[src/rtl/imu_spi_arbiter.sv]
`timescale 1ns/1ps
// imu_spi_arbiter: round-robin sharing of one single-byte SPI engine among N_REQ requesters,
// with an engine timeout and an enforced idle gap after every transaction.
module imu_spi_arbiter #(
   parameter int N_REQ          = 4,
   parameter int GAP_CYCLES     = 1000,
   parameter int TIMEOUT_CYCLES = 100000
) (
   input  logic               clk,
   input  logic               reset,
   input  logic [N_REQ-1:0]   req,
   input  logic [8*N_REQ-1:0] req_addr,
   input  logic [8*N_REQ-1:0] req_wdata,
   input  logic [N_REQ-1:0]   req_read,
   output logic [N_REQ-1:0]   gnt,
   output logic [N_REQ-1:0]   ack,
   output logic               err,
   output logic [7:0]         rdata,
   output logic [7:0]         spi_addr,
   output logic [7:0]         spi_wdata,
   output logic               spi_read,
   output logic               spi_enable,
   input  logic               spi_done,
   input  logic [7:0]         spi_rdata
);
   localparam int LW = $clog2(N_REQ);
   localparam int GW = $clog2(GAP_CYCLES + 1);
   localparam int TW = $clog2(TIMEOUT_CYCLES + 1);

   typedef enum logic [2:0] {IDLE, ISSUE, BUSY, ACK, GAP} state_t;

   state_t        state, state_nx;
   logic [LW-1:0] last, owner, pick;
   logic [GW-1:0] gap_cnt;
   logic [TW-1:0] tmo_cnt;
   logic          any_req, done_q, done_rise, timed_out, err_q;
   int            best;

   // winner is the requester at the smallest rotational distance past last
   always_comb begin
      pick = '0;
      best = N_REQ;
      for (int i = 0; i < N_REQ; i++)
         if (req[i] && (i + N_REQ - 1 - int'(last)) % N_REQ < best) begin
            best = (i + N_REQ - 1 - int'(last)) % N_REQ;
            pick = LW'(i);
         end
   end

   assign any_req   = |req;
   assign done_rise = spi_done & ~done_q;
   assign timed_out = tmo_cnt >= TW'(TIMEOUT_CYCLES);

   always_ff @(posedge clk or negedge reset)
      if (!reset) state <= IDLE;
      else        state <= state_nx;

   always_comb begin
      state_nx   = state;
      spi_enable = 1'b0;
      ack        = '0;
      err        = 1'b0;
      case (state)
         IDLE:    state_nx = any_req ? ISSUE : IDLE;
         ISSUE: begin
            spi_enable = 1'b1;
            state_nx   = BUSY;
         end
         BUSY:    state_nx = (done_rise || timed_out) ? ACK : BUSY;
         ACK: begin
            ack      = gnt;
            err      = err_q;
            state_nx = GAP;
         end
         GAP:     state_nx = (gap_cnt == GW'(GAP_CYCLES - 1)) ? IDLE : GAP;
         default: state_nx = IDLE;
      endcase
   end

   // done_q tracks the engine every cycle, so a level still high from the
   // previous transaction never looks like a fresh edge in BUSY
   always_ff @(posedge clk or negedge reset)
      if (!reset) begin
         gnt       <= '0;
         owner     <= '0;
         last      <= LW'(N_REQ - 1);
         rdata     <= '0;
         spi_addr  <= '0;
         spi_wdata <= '0;
         spi_read  <= 1'b0;
         gap_cnt   <= '0;
         tmo_cnt   <= '0;
         done_q    <= 1'b0;
         err_q     <= 1'b0;
      end else begin
         done_q <= spi_done;
         case (state)
            IDLE: if (any_req) begin
               gnt       <= N_REQ'(1) << pick;
               owner     <= pick;
               spi_addr  <= req_addr[{pick, 3'b000} +: 8];
               spi_wdata <= req_wdata[{pick, 3'b000} +: 8];
               spi_read  <= req_read[pick];
               tmo_cnt   <= '0;
               err_q     <= 1'b0;
            end
            ISSUE: tmo_cnt <= tmo_cnt + 1'b1;
            BUSY: begin
               if (!timed_out) tmo_cnt <= tmo_cnt + 1'b1;
               if (done_rise) rdata <= spi_rdata;
               else if (timed_out) err_q <= 1'b1;
            end
            ACK: begin
               gnt     <= '0;
               last    <= owner;
               gap_cnt <= '0;
            end
            GAP: gap_cnt <= gap_cnt + 1'b1;
            default: ;
         endcase
      end
endmodule
[config.mk]
export PLATFORM = sky130hd
export DESIGN_NAME = imu_spi_arbiter
export DESIGN_NICKNAME = d
export VERILOG_FILES = /design/src/rtl/imu_spi_arbiter.sv
export SDC_FILE = /design/constraint.sdc
export NUM_CORES = 1
export LEC_CHECK = 0
export BUFFER_PORTS_ARGS = -buffer_cell sky130_fd_sc_hd__buf_2
export CAP_MARGIN = 10
export CORE_UTILIZATION = 38
export CTS_CLUSTER_DIAMETER = 200
export DETAILED_ROUTE_END_ITERATION = 10
export GPL_ROUTABILITY_DRIVEN = 1
export HOLD_SLACK_MARGIN = 0.12
export PLACE_DENSITY = 0.65
export SETUP_SLACK_MARGIN = 0.5
export SLEW_MARGIN = 20
export SYNTH_ARGS = -nofsm -noshare
export SYNTH_HDL_FRONTEND = slang
export SYNTH_SLANG_ARGS = --single-unit
export TNS_END_PERCENT = 20
[constraint.sdc]
create_clock -name clk -period 13.72 [get_ports clk]
set_clock_uncertainty 0.1 [all_clocks]
set_input_delay 1.372 -clock clk [delete_from_list [all_inputs] [get_ports clk]]
set_output_delay 1.372 -clock clk [all_outputs]
set_load 0.1 [all_outputs]
**Word level (Yosys, flattened, before mapping)**

Cells that the tools add are included.

- Input bits: 83
- Output and inout port bits: 35
- Register bits after elaboration: 65

- Mux-type cells: 25
- Eq/ne operators: 9
- Shift operators: 3
- Add/subtract/negate cells: 6
- Bitwise operators: 6
- $lt $le $gt $ge: 6
- Reductions and logical operators: 20

Operators by type and width:

| cell | number |
|---|---|
| $lt A3 B32 Y1 | 3 |
| $mux W32 | 3 |
| $shiftx A32 B6 Y8 | 2 |
| $pmux W17 S3 | 1 |
| $mux W17 | 2 |
| $pmux W10 S2 | 1 |
| $add A17 B1 Y17 const B | 1 |
| $ge A17 B17 Y1 const B | 1 |
| $pmux W3 S5 | 1 |
| $sub A3 B2 Y4 const A | 3 |
| $add A10 B1 Y10 const B | 1 |
| $eq A10 B10 Y1 const B | 1 |
| $mux W1 | 9 |
| $mux W4 | 2 |
| $ne A2 B2 Y1 const B | 4 |
| $pmux W4 S2 | 1 |
| $reduce_or A2 Y1 | 4 |
| $eq A3 B2 Y1 const B | 2 |
| $reduce_and A2 Y1 | 3 |
| $reduce_bool A2 Y1 | 3 |
| $and A1 B1 Y1 | 5 |
| $logic_and A1 B1 Y1 | 4 |
| $lt A3 B4 Y1 const B | 1 |
| $mux W2 | 2 |
| 15 further kinds | 15 |

**Longest topological paths before layout**

Gate-level depths: netlist of run 1.

- Depth after elaboration: 18
- Depth in mapped cells: 22

**Worst setup path before layout of run 1**

Ideal clock, no wire load.

- Path kind: input -> register
- Start: input port req[0]
- End: register spi_addr[7]
- Path slack: 8.291 ns
- Data required time: 13.482 ns
- Arrival: 5.191 ns
- Stages: 21
- Path buffers: 4
- Cell sequence: nand2_1 -> ha_1 -> a21oi_1 -> o21ai_1 -> clkbuf_1 -> nand2_1 -> o21ai_0 -> ha_1 -> and4b_1 -> a22oi_1 -> buf_2 -> clkbuf_1 -> mux2_2 -> ha_1 -> a21oi_1 -> o21ai_1 -> a41o_1 -> buf_2 -> nand2_4 -> mux2i_1 -> o2111ai_1

- Word-level cells in the longest chain between the ends: 12
- Elaborated cells on any way between the ends: 16
- Classes of those cells: order compare (3); shift (1); mux (6); reduce/logical (6)

RTL lines:

| item | RTL line | source |
|---|---|---|
| from (decl) | 11 | `input logic [N_REQ-1:0] req,` |
| $logic_and A1 B1 Y1 | 44 | `if (req[i] && (i + N_REQ - 1 - int'(last)) % N_REQ < best) begin` |
| $mux W32 | 44 |  |
| $lt A3 B32 Y1 | 44 |  |
| $logic_and A1 B1 Y1 | 44 |  |
| $mux W32 | 44 |  |
| $lt A3 B32 Y1 | 44 |  |
| $logic_and A1 B1 Y1 | 44 |  |
| $mux W32 | 44 |  |
| $lt A3 B32 Y1 | 44 |  |
| $logic_and A1 B1 Y1 | 44 |  |
| $mux W2 | 44 |  |
| $shiftx A32 B6 Y8 | 101 | `spi_addr <= req_addr[{pick, 3'b000} +: 8];` |
| to (signal assigned) | 101 |  |
| to (decl) | 19 | `output logic [7:0] spi_addr,` |

Parallel ways exist; a longest one is shown, timed or not.
A chain may end at the register's enable or synchronous reset.

**Final worst setup path of run 1**

- Start: input port req[0]
- End: register spi_addr[3]

Same word-level chain as after synthesis.

==> metrics.cfg, run 1 <==
[cts]
htreeDepth = 3
cts-resized-gates = 0
clk_latency_ns = 0.33
cts_sinks = 65
ctsLongestPathBuffers = 2
postCtsHoldBufs = 0
cts_tree = done
clockRootBuffer = clkbuf_8
numCtsBuffers = 9
post-cts-setup-buffer-count = 0
clkSlewWorstSetupHoldPaths_ns = 0.07

[worst_hold_path]
worstHoldStart = owner[0]
hold_path.class = register to register

[synth]
async_reset_ff_share_pct = 100
synth_edf_count = 0
ys_ff_latch = 65
syn-instance-count = 388
yosys_warnings = 0
ys.flop_type = dfrtp_1
syn_nets = 477
syn_area_per_cell_um2 = 9.19
synth_area_um2 = 3570
ys_types = 51
yosysSeqAreaShare_pct = 45.7

[cells_and_area]
fin_area_um2 = 4410
areaGrowthSynthToFinish_pct = 23.6
fin_nets = 588
antennaDiodeCount = 0
drive_above_1_share_pct = 30.6

[global_routing]
grt_usage_pct = 19.2
grt_pass1_wl_mm = 15.0
antenna_found_initial = 0
gr-total-overflow = 0
grt_max_degree = 66
grt_pass1_vias = 3210

[timing]
max_freq_ghz = 0.179
holdWs_ns = 0.396
tightestPinTransition_ns = 0.822
relSlewSlack_pct = 45.2
maxSlewViolCount = 0
setup_viol = 0
period_needed_ns = 5.60
finalCritPeriodShare_pct = 40.8
grt_setup_unrepaired = false
hold_viol_final = 0
fin_setup_tns_ns = 0

[place]
port_buffers = 117
hpwl_mm = 6.63
gp_congestion = 0.847
place_area_um2 = 4230

[route]
drc_errors = 0
wl_per_cell_um = 14.9
drt_first_pass_iters = 4
vias = 3267
drt-initial-drc-count = 208
drt-total-wl_mm = 9.13
drtAntennaViolNets = 0
via_per_inst = 5.35

[setup_path]
r2r-start = last[0]
slowest_stage = o21a_1
end_kind = register
cp.arrival_ns = 5.69
crit_chain = buf_2, nand2_1, ha_1, a21oi_1, o21ai_1, buf_4, o21ai_0, ha_1, and4b_1, a22oi_1, buf_4, mux2_2, ha_1, a21oi_1, o21ai_1, o21a_1, or2_1, o2111ai_1
start_kind = input port
cp_max_fo = 21
slowest_delay_ns = 0.45
crit_required_ns = 13.81
timing.critical_path.mode_cell = ha_1
crit_type = input port to register
crit_start = req[0]

[die]
io_pins = 118
dieWidth_um = 98.9
core_um2 = 8890
start_util_pct = 40.1
dieArea_um2 = 9780
die_h_um = 98.9
row_count = 34

[power]
ir_drop_mv = 0.175
p_leak_nw = 2.09
powerDensity_nw_per_um2 = 261

[outcome]
outcome = finished clean

[flow_run]
maxCapViolCount = 0

==> metrics by stage <==
step                total power, mW  cells  util [%]  worst slack, ns
floorplan                     0.873    388         -             8.29
global placement              0.989    596      47.6             8.09
detailed placement             1.00    596      47.6             7.81
CTS                            1.16    611      49.6             8.16
global route                   1.22    611      49.6             7.78
finish                         1.15    611      49.6             8.12
==> layout make-up <==
class | instances | area [um^2]
clock buffers | 11 | 131
clock inverters | 4 | 45.0
fillers | 814 | 4480
inverters | 17 | 63.8
multi-input cells | 283 | 1770
flip-flops and latches | 65 | 1630
well taps | 108 | 135
repair buffers | 123 | 631
==> cells in the final DEF (no fill, tap or decap), drive strengths merged, types with 2 or more instances in the layout <==
master / Yosys / final
xor2: 7 / 7
nand3b: 2 / 2
clkbuf: 16 / 11
nor3: 4 / 4
o2111ai: 11 / 11
o21a: 2 / 2
dfstp: 2 / 2
nor3b: 3 / 3
mux2: 9 / 9
xnor2: 3 / 3
and3: 4 / 4
o211ai: 3 / 3
nor2: 27 / 27
a31oi: 2 / 2
clkinv: 0 / 3
nand3: 24 / 24
nor4: 2 / 2
buf: 7 / 123
and2: 6 / 6
a22oi: 2 / 2
nand4: 17 / 17
or3: 7 / 7
inv: 17 / 17
or4: 2 / 2
o21ai: 31 / 31
mux2i: 11 / 11
dfrtp: 63 / 63
nand2: 63 / 63
o31ai: 5 / 5
ha: 6 / 6
a41oi: 8 / 8
a21oi: 10 / 10
==> logic make-up (layout without fill, tap and decap cells) <==
kind of cell	count (synthesis)	after routing	share of synthesized area, %
simple gates	167	167	23.5
buf+inv	40	155	4.59
xor+xnor	10	10	2.46
fa+ha+maj	6	6	2.10
flops	65	65	45.7
mux	20	20	5.93
compound gates	80	80	15.7
==> critical path: cells and delay by family <==
kind	cells	cell delay, ns
adder cells (fa/ha/maj)	3	0.88
AO/OA/AOI/OAI	8	1.78
buffers and inverters	3	0.60
AND/OR/NAND/NOR	3	0.69
multiplexers	1	0.36
==> registers in the layout (all words and copies together), names as in the netlist, 3 cells and up <==
| name | count |
|---|---|
| gap_cnt | 10 |
| gnt | 4 |
| rdata | 8 |
| spi_addr | 8 |
| spi_wdata | 8 |
| state | 3 |
| tmo_cnt | 17 |
==> report_power, final <==
| group | internal (mW) | switching (mW) |
|---|---|---|
| Combinational | 0.162 | 0.543 |
| Sequential | 0.252 | 0.0400 |
| Clock | 0.0821 | 0.0701 |
| Total | 0.497 | 0.653 |
==> Yosys cell counts (all sizes together), types with 2 or more instances <==
library cell | n | area share (%)
dfrtp | 63 | 44
nand2 | 63 | 7.1
o21ai | 31 | 4.3
nor2 | 27 | 3.1
nand3 | 24 | 3.5
inv | 17 | 1.8
nand4 | 17 | 3.0
clkbuf | 16 | 1.7
mux2i | 11 | 3.1
o2111ai | 11 | 3.2
a21oi | 10 | 1.4
mux2 | 9 | 2.8
a41oi | 8 | 2.5
buf | 7 | 1.1
or3 | 7 | 1.2
xor2 | 7 | 1.7
and2 | 6 | 1.1
ha | 6 | 2.1
o31ai | 5 | 1.1
and3 | 4 | 0.70
nor3 | 4 | 0.56
nor3b | 3 | 0.63
o211ai | 3 | 0.63
xnor2 | 3 | 0.74
a22oi | 2 | 0.42
a31oi | 2 | 0.35
dfstp | 2 | 1.5
nand3b | 2 | 0.42
nor4 | 2 | 0.35
o21a | 2 | 0.42
or4 | 2 | 0.53
==> routing by layer <==
| layer | vias up | track usage (%) | wire (um) |
|---|---|---|---|
| met4 | 0 | 5.17 | 96 |
| met5 | - | 0 | 0 |
| met2 | 98 | 33.1 | 4610 |
| li1 | 1615 | - | - |
| met3 | 10 | 5.60 | 541 |
| met1 | 1544 | 23.4 | 3880 |
==> final timing paths <==
path	end	slack, ns	cells past startpoint
setup / recovery	spi_addr[3]	8.12	18
hold / removal	last[0]	0.40	2
hold reg to reg	last[0]	0.40	2
setup reg to reg	spi_addr[3]	8.54	17
max in group asynchronous	err_q	11.86	2
min in group asynchronous	rdata[5]	1.11	2
Power figures use the tool's default switching activity.
==> run 2, diff against run 1 <==
==> constraint.sdc (replaced) <==
create_clock -name clk -period 5.6 [get_ports clk]
set_clock_uncertainty 0.1 [all_clocks]
set_input_delay 0.56 -clock clk [delete_from_list [all_inputs] [get_ports clk]]
set_output_delay 0.56 -clock clk [all_outputs]
set_load 0.1 [all_outputs]
==> run 2 against run 1 <==
Effect of this change: design area rose by 1.1%; combinational power is 150% higher; global-route usage rose by 0.38 points; routed wire length is 0.47% higher; worst setup slack got worse by 7.2 ns; critical path type is now register to register; largest power group unchanged.
==> metrics.cfg, run 2 (synthesis gave the netlist of run 1 again) <==
[die]
core_um2 = 8890  ; unchanged
dieWidth_um = 98.9  ; unchanged
io_pins = 118  ; unchanged
row_count = 34  ; unchanged
die_h_um = 98.9  ; unchanged
dieArea_um2 = 9780  ; unchanged
start_util_pct = 40.1  ; unchanged

[cts]
cts_tree = done
clkSlewWorstSetupHoldPaths_ns = 0.07  ; about the same
post-cts-setup-buffer-count = 0  ; unchanged
htreeDepth = 3  ; unchanged
cts_sinks = 65  ; unchanged
clockRootBuffer = clkbuf_8
ctsLongestPathBuffers = 2  ; unchanged
clk_latency_ns = 0.34  ; about the same
postCtsHoldBufs = 0  ; unchanged
numCtsBuffers = 9  ; unchanged

[timing]
setup_viol = 0  ; unchanged
grt_setup_unrepaired = false
period_needed_ns = 4.72
relSlewSlack_pct = 43.3  ; -1.9 points
hold_viol_final = 0  ; unchanged
finalCritPeriodShare_pct = 84.3
max_freq_ghz = 0.212
maxSlewViolCount = 0  ; unchanged
fin_setup_tns_ns = 0  ; unchanged
tightestPinTransition_ns = 0.851  ; +0.0290 ns

[setup_path]
cp_max_fo = 20  ; -4.8%
cp.arrival_ns = 4.83  ; -0.86 ns
ff2ff_path_depth = 17  ; unchanged
crit_type = register to register
r2r_slack_ns = 0.88  ; -7.66 ns
crit_required_ns = 5.71  ; -8.10 ns
end_kind = register
r2r-start = last[0]
rr_endpoint = spi_wdata[7]
start_kind = register

[route]
drt-initial-drc-count = 151  ; -27%
drt_first_pass_iters = 4  ; unchanged
vias = 3342  ; +2.3%
drc_errors = 0  ; unchanged
wl_per_cell_um = 15.0  ; +0.31%
drt-total-wl_mm = 9.17  ; +0.47%
drtAntennaViolNets = 0  ; unchanged
via_per_inst = 5.46  ; +2.1%

[global_routing]
gr-usage-met1_pct = 23.1  ; -0.32 points
use_met3_pct = 6.03  ; +0.43 points
grt_pass1_vias = 3268  ; +1.8%
antenna_found_initial = 0  ; unchanged
grt_use_met2_pct = 33.9  ; +0.86 points
grt_most_used_layer = met2
grt_usage_pct = 19.6  ; +0.38 points
grt_pass1_wl_mm = 15.1  ; +0.69%
gr-total-overflow = 0  ; unchanged
grt_max_degree = 66  ; unchanged

[worst_hold_path]
hold_depth = 1  ; -1
worstHoldStart = spi_done
min_to = done_q
hold_path.class = input port to register

[power]
p_leak_nw = 2.11  ; +0.85%
ir_drop_mv = 0.549  ; +210%
internal_power_mw = 1.27  ; +160%
swShare_pct = 56.0  ; -0.84 points
powerDensity_nw_per_um2 = 649  ; +150%
pwr-share-comb_pct = 59.9  ; -1.5 points
netSwitchingPower_mw = 1.62  ; +150%
sequentialPowerShare_pct = 24.9  ; -0.5 points
clkPwrFrac_pct = 15.2  ; +2.0 points

[cells_and_area]
multi_input_area_um2 = 1780  ; +0.42%
antennaDiodeCount = 0  ; unchanged
fin_area_um2 = 4460  ; +1.1%
seqCellArea_um2 = 1630  ; unchanged
areaGrowthSynthToFinish_pct = 25.0
largest_reg_flops = 17  ; unchanged
fill_cells = 828  ; +1.7%
drive_above_1_share_pct = 31.9  ; +1.3 points
final_common_cell = buf_2
fin_nets = 588  ; unchanged
largestRegisters = tmo_cnt: 17 flops, gap_cnt: 10 flops
max_flop_register = tmo_cnt
layout_common_cells = 117 x buf_2, 63 x dfrtp_1, 61 x nand2_1

[place]
gp_congestion = 0.783  ; -7.6%
port_buffers = 117  ; unchanged
hpwl_mm = 6.61  ; -0.38%
place_area_um2 = 4230  ; unchanged

[flow_run]
maxCapViolCount = 0  ; unchanged

[outcome]
outcome = finished clean

run 2: cell count changes in the layout (fill, tap and decap cells not counted):
cell        delta
a41o_1         -1
a41o_2         +1
bufinv_16      +1
clkbuf_1       -2
clkinv_2       -1
clkinv_4       +2
clkinvlp_4     +1
nor2_1         -1
nor2_2         +1
o21a_1         -1
o21a_2         +1
or2_1          -1
or2_4          +1
run 2: how the worst max path moves through the flow:
stage	startpoint	endpoint	slack (ns)	cells after the start
final	last[0]	spi_wdata[7]	0.88	17
after floorplan	last[0]	spi_addr[7]	0.95	21
after global placement	req[0]	spi_addr[6]	0.89	17
after global routing	last[0]	spi_addr[4]	0.52	18
after CTS	last[0]	spi_addr[4]	0.63	16
after detailed placement	last[0]	spi_addr[4]	0.66	16
run 2: stage by stage:
stage	utilization (%)	hold WS [ns]	power [mW]	std cells	worst slack, ns
finish	50.2	0.246	2.89	612	0.882
global route	50.2	0.225	3.06	612	0.515
CTS	50.1	0.219	2.91	612	0.630
detailed placement	47.6	0.387	2.46	596	0.661
global placement	47.6	0.373	2.43	596	0.889
floorplan	-	0.164	2.14	388	0.950
run 2: worst max-delay path: stages, from the launching register on:
cell	delay (ns)
dfstp_2	0.58
xor2_1	0.27
ha_1	0.30
a21oi_1	0.19
o21ai_1	0.12
o21ai_0	0.23
ha_1	0.21
and4b_1	0.19
a22oi_1	0.20
buf_4	0.27
mux2_2	0.36
ha_1	0.35
a21oi_1	0.09
o21ai_1	0.33
a41o_2	0.29
nand2_4	0.16
mux2i_1	0.22
o2111ai_1	0.12
run 2: power groups by stage:
stage	logic (mW)	clock network (mW)	registers (mW)
floorplan	0.736	0	1.40
global placement	1.71	0	0.718
detailed placement	1.74	0	0.725
CTS	1.74	0.453	0.720
global route	1.85	0.473	0.739
finish	1.73	0.440	0.720
run 2: what timing repair did:
action                                 CTS  global route
endpoints found under the hold margin    0             0
gates resized for setup                  0             4
setup endpoints to repair                0            18
run 2: per-layer routing:
layer,vias up,wire length [um]
li1,1619,-
met1,1606,3840
met2,105,4630
met3,12,564
met4,0,143
met5,-,0
run 2: area by class of cell:
type	instances	share of cell area (%)
Clock inverter	7	2.13
Tap cell	108	3.03
Multi-Input combinational cell	283	40.0
Sequential cell	65	36.5
Timing Repair Buffer	123	14.1
Clock buffer	9	2.78
Inverter	17	1.43
==> run 3, diff against run 2 <==
--- a/config.mk
+++ b/config.mk
@@ -12,7 +12,7 @@
 export DETAILED_ROUTE_END_ITERATION = 10
 export GPL_ROUTABILITY_DRIVEN = 1
 export HOLD_SLACK_MARGIN = 0.12
-export PLACE_DENSITY = 0.65
+export PLACE_DENSITY = 0.67
 export SETUP_SLACK_MARGIN = 0.5
 export SLEW_MARGIN = 20
 export SYNTH_ARGS = -nofsm -noshare
==> constraint.sdc (replaced) <==
create_clock -name clk -period 4.25 [get_ports clk]
set_clock_uncertainty 0.1 [all_clocks]
set_input_delay 0.425 -clock clk [delete_from_list [all_inputs] [get_ports clk]]
set_output_delay 0.425 -clock clk [all_outputs]
set_load 0.1 [all_outputs]
==> run 3 against run 2 <==
Effect of this change: sequential power rose by 31%; clock power rose by 32%; worst setup slack got worse by 0.54 ns; utilization rose by 3.5 points; fmax rose by 21%; combinational power rose by 59%; via count rose by 3.5%; highest routed layer unchanged; critical path type unchanged; flip-flop and latch count did not move.
==> metrics.cfg, run 3 (synthesis gave the netlist of run 1 again) <==
[setup_path]
slowest_stage = dfstp_2
crit_family = compound AO/OA/AOI/OAI gates
timing.critical_path.buf_inv = 0  ; -1
crit_chain = xor2_4, ha_4, a21oi_4, o21ai_2, o21ai_2, ha_2, and4b_1, a22oi_2, mux2_4, ha_4, a21oi_4, o21ai_4, a41o_4, nand2_8, mux2i_2, o2111ai_2
slowest_delay_ns = 0.60  ; +0.02 ns
crit_required_ns = 4.36  ; -1.35 ns
start_kind = register
cp_max_fo = 5  ; -75%
crit_type = register to register
end_kind = register
cp.arrival_ns = 4.02  ; -0.81 ns

[route]
vias = 3458  ; +3.5%
drc_errors = 0  ; unchanged
drt-total-wl_mm = 9.84  ; +7.3%
drtAntennaViolNets = 0  ; unchanged
wl_per_cell_um = 15.5  ; +3.7%
drt_first_pass_iters = 5  ; +1
via_per_inst = 5.46  ; about the same
drt-initial-drc-count = 168  ; +11%

[timing]
setup_viol = 0  ; unchanged
max_freq_ghz = 0.256  ; +21%
maxSlewViolCount = 0  ; unchanged
grt_setup_unrepaired = true
relSlewSlack_pct = 51.1  ; +7.8 points
tightestPinTransition_ns = 0.734  ; -0.117 ns
holdWs_ns = 0.184  ; -0.0614 ns
setup_ws_ns = 0.340  ; -0.541 ns
finalCritPeriodShare_pct = 92.0  ; +7.7 points
fin_setup_tns_ns = 0  ; unchanged
period_needed_ns = 3.91  ; -0.809 ns
hold_viol_final = 0  ; unchanged

[cells_and_area]
largest_reg_flops = 17  ; unchanged
final_common_cell = buf_2
largestRegisters = tmo_cnt: 17 flops, gap_cnt: 10 flops
areaGrowthSynthToFinish_pct = 33.8
layout_common_cells = 117 x buf_2, 63 x dfrtp_1, 60 x nand2_1
max_flop_register = tmo_cnt
antennaDiodeCount = 0  ; unchanged
instances_no_fill = 633  ; +3.4%
fill_cells = 819  ; -1.1%
drive_above_1_share_pct = 37.3  ; +5.4 points
fin_nets = 609  ; +3.6%
final_core_util_pct = 53.7  ; +3.5 points

[die]
core_um2 = 8890  ; unchanged
die_h_um = 98.9  ; unchanged
io_pins = 118  ; unchanged
dieArea_um2 = 9780  ; unchanged
row_count = 34  ; unchanged
start_util_pct = 40.1  ; unchanged
dieWidth_um = 98.9  ; unchanged

[place]
port_buffers = 117  ; unchanged
dp_cells = 599  ; +0.50%
hpwl_mm = 6.91  ; +4.6%
pre_cts_slack_ns = 0.133  ; -0.529 ns
gp_congestion = 0.807  ; +3.1%

[cts]
clk_latency_ns = 0.35  ; about the same
clkSlewWorstSetupHoldPaths_ns = 0.07  ; about the same
ctsLongestPathBuffers = 2  ; unchanged
htreeDepth = 3  ; unchanged
clockRootBuffer = clkbuf_8
cts_tree = done
numCtsBuffers = 9  ; unchanged
cts_sinks = 65  ; unchanged

[flow_run]
maxCapViolCount = 0  ; unchanged

[global_routing]
gr-total-overflow = 0  ; unchanged
gr-usage-met1_pct = 25.5  ; +2.4 points
grt_pass1_vias = 3236  ; -0.98%
grt_use_met2_pct = 33.0  ; -0.97 points
grt_most_used_layer = met2
grt_pass1_wl_mm = 15.4  ; +1.6%
antenna_found_initial = 0  ; unchanged
grt_usage_pct = 20.0  ; +0.38 points
use_met3_pct = 4.40  ; -1.6 points
grt_max_degree = 35  ; -47%

[power]
p_leak_nw = 2.22  ; +5.5%
ir_drop_mv = 0.605  ; +10%
clkPwrFrac_pct = 13.5  ; -1.7 points
netSwitchingPower_mw = 2.32  ; +43%
internal_power_mw = 1.95  ; +53%
powerDensity_nw_per_um2 = 896  ; +38%
swShare_pct = 54.3  ; -1.7 points
pwr-share-comb_pct = 64.4  ; +4.5 points
sequentialPowerShare_pct = 22.1  ; -2.8 points

[worst_hold_path]
hold_path.class = input port to register

[outcome]
outcome = finished clean

-- run 3: changes by cell type in the layout (fill, tap and decap cells not counted), sizes merged --
cell / previous run / this run
clkbuf: 9 / 10
clkinv: 4 / 3
buf: 123 / 141
nand2: 63 / 64
dlygate4sd3: 0 / 2
-- run 3: layer usage --
metal / part of all wire [%] / wire, um / vias up
met1: 44 / 4350 / 1653
met3: 6.0 / 589 / 14
met5: 0 / 0 / -
met4: 1.8 / 174 / 0
met2: 48 / 4730 / 130
li1: - / - / 1661
-- run 3: power groups by stage --
| stage | combinational (mW) | clock (mW) | sequential [mW] |
|---|---|---|---|
| 3_5_place_dp | 2.41 | 0 | 0.957 |
| 6_report | 2.75 | 0.579 | 0.946 |
| 3_3_place_gp | 2.38 | 0 | 0.949 |
| 4_1_cts | 2.61 | 0.585 | 0.942 |
| 2_1_floorplan | 1.07 | 0 | 1.85 |
| 5_1_grt | 2.91 | 0.605 | 0.971 |
-- run 3: final timing paths --
kind,from,endpoint,slack (ns),cells after the start
setup / recovery,last[1],spi_addr[5],0.34,16
hold / removal,req_addr[11],spi_addr[3],0.18,3
setup reg to reg,last[1],spi_addr[5],0.34,16
hold reg to reg,owner[0],last[0],0.37,2
max in group asynchronous,reset,spi_addr[5],2.57,3
min in group asynchronous,reset,done_q,0.57,2
-- run 3: area by class of cell --
class | count | area, um^2 | area share (%)
Sequential cell | 65 | 1630 | 34.1
Multi-Input combinational cell | 284 | 1950 | 40.9
Clock inverter | 6 | 82.6 | 1.73
Tap cell | 108 | 135 | 2.83
Clock buffer | 10 | 128 | 2.67
Timing Repair Buffer | 143 | 786 | 16.5
Inverter | 17 | 63.8 | 1.34
-- run 3: per-stage QoR --
| step | instance area [um^2] | power, mW |
|---|---|---|
| finish | 4770 | 4.28 |
| global route | 4770 | 4.49 |
| CTS | 4670 | 4.14 |
| detailed placement | 4310 | 3.37 |
| global placement | 4310 | 3.33 |
| floorplan | 3640 | 2.93 |
-- run 3: tightest hold or removal path, stage by stage --
cell and delay, ns:
buf_2 0.07, nand2_1 0.04, o2111ai_1 0.06
-- run 3: timing repair --
action,in CTS,in global routing
pin swaps,11,11
gates resized for setup,10,10
setup buffers,10,5
setup endpoints to repair,22,22
hold buffers,2,0
endpoints found under the hold margin,32,0
cloned,1,0
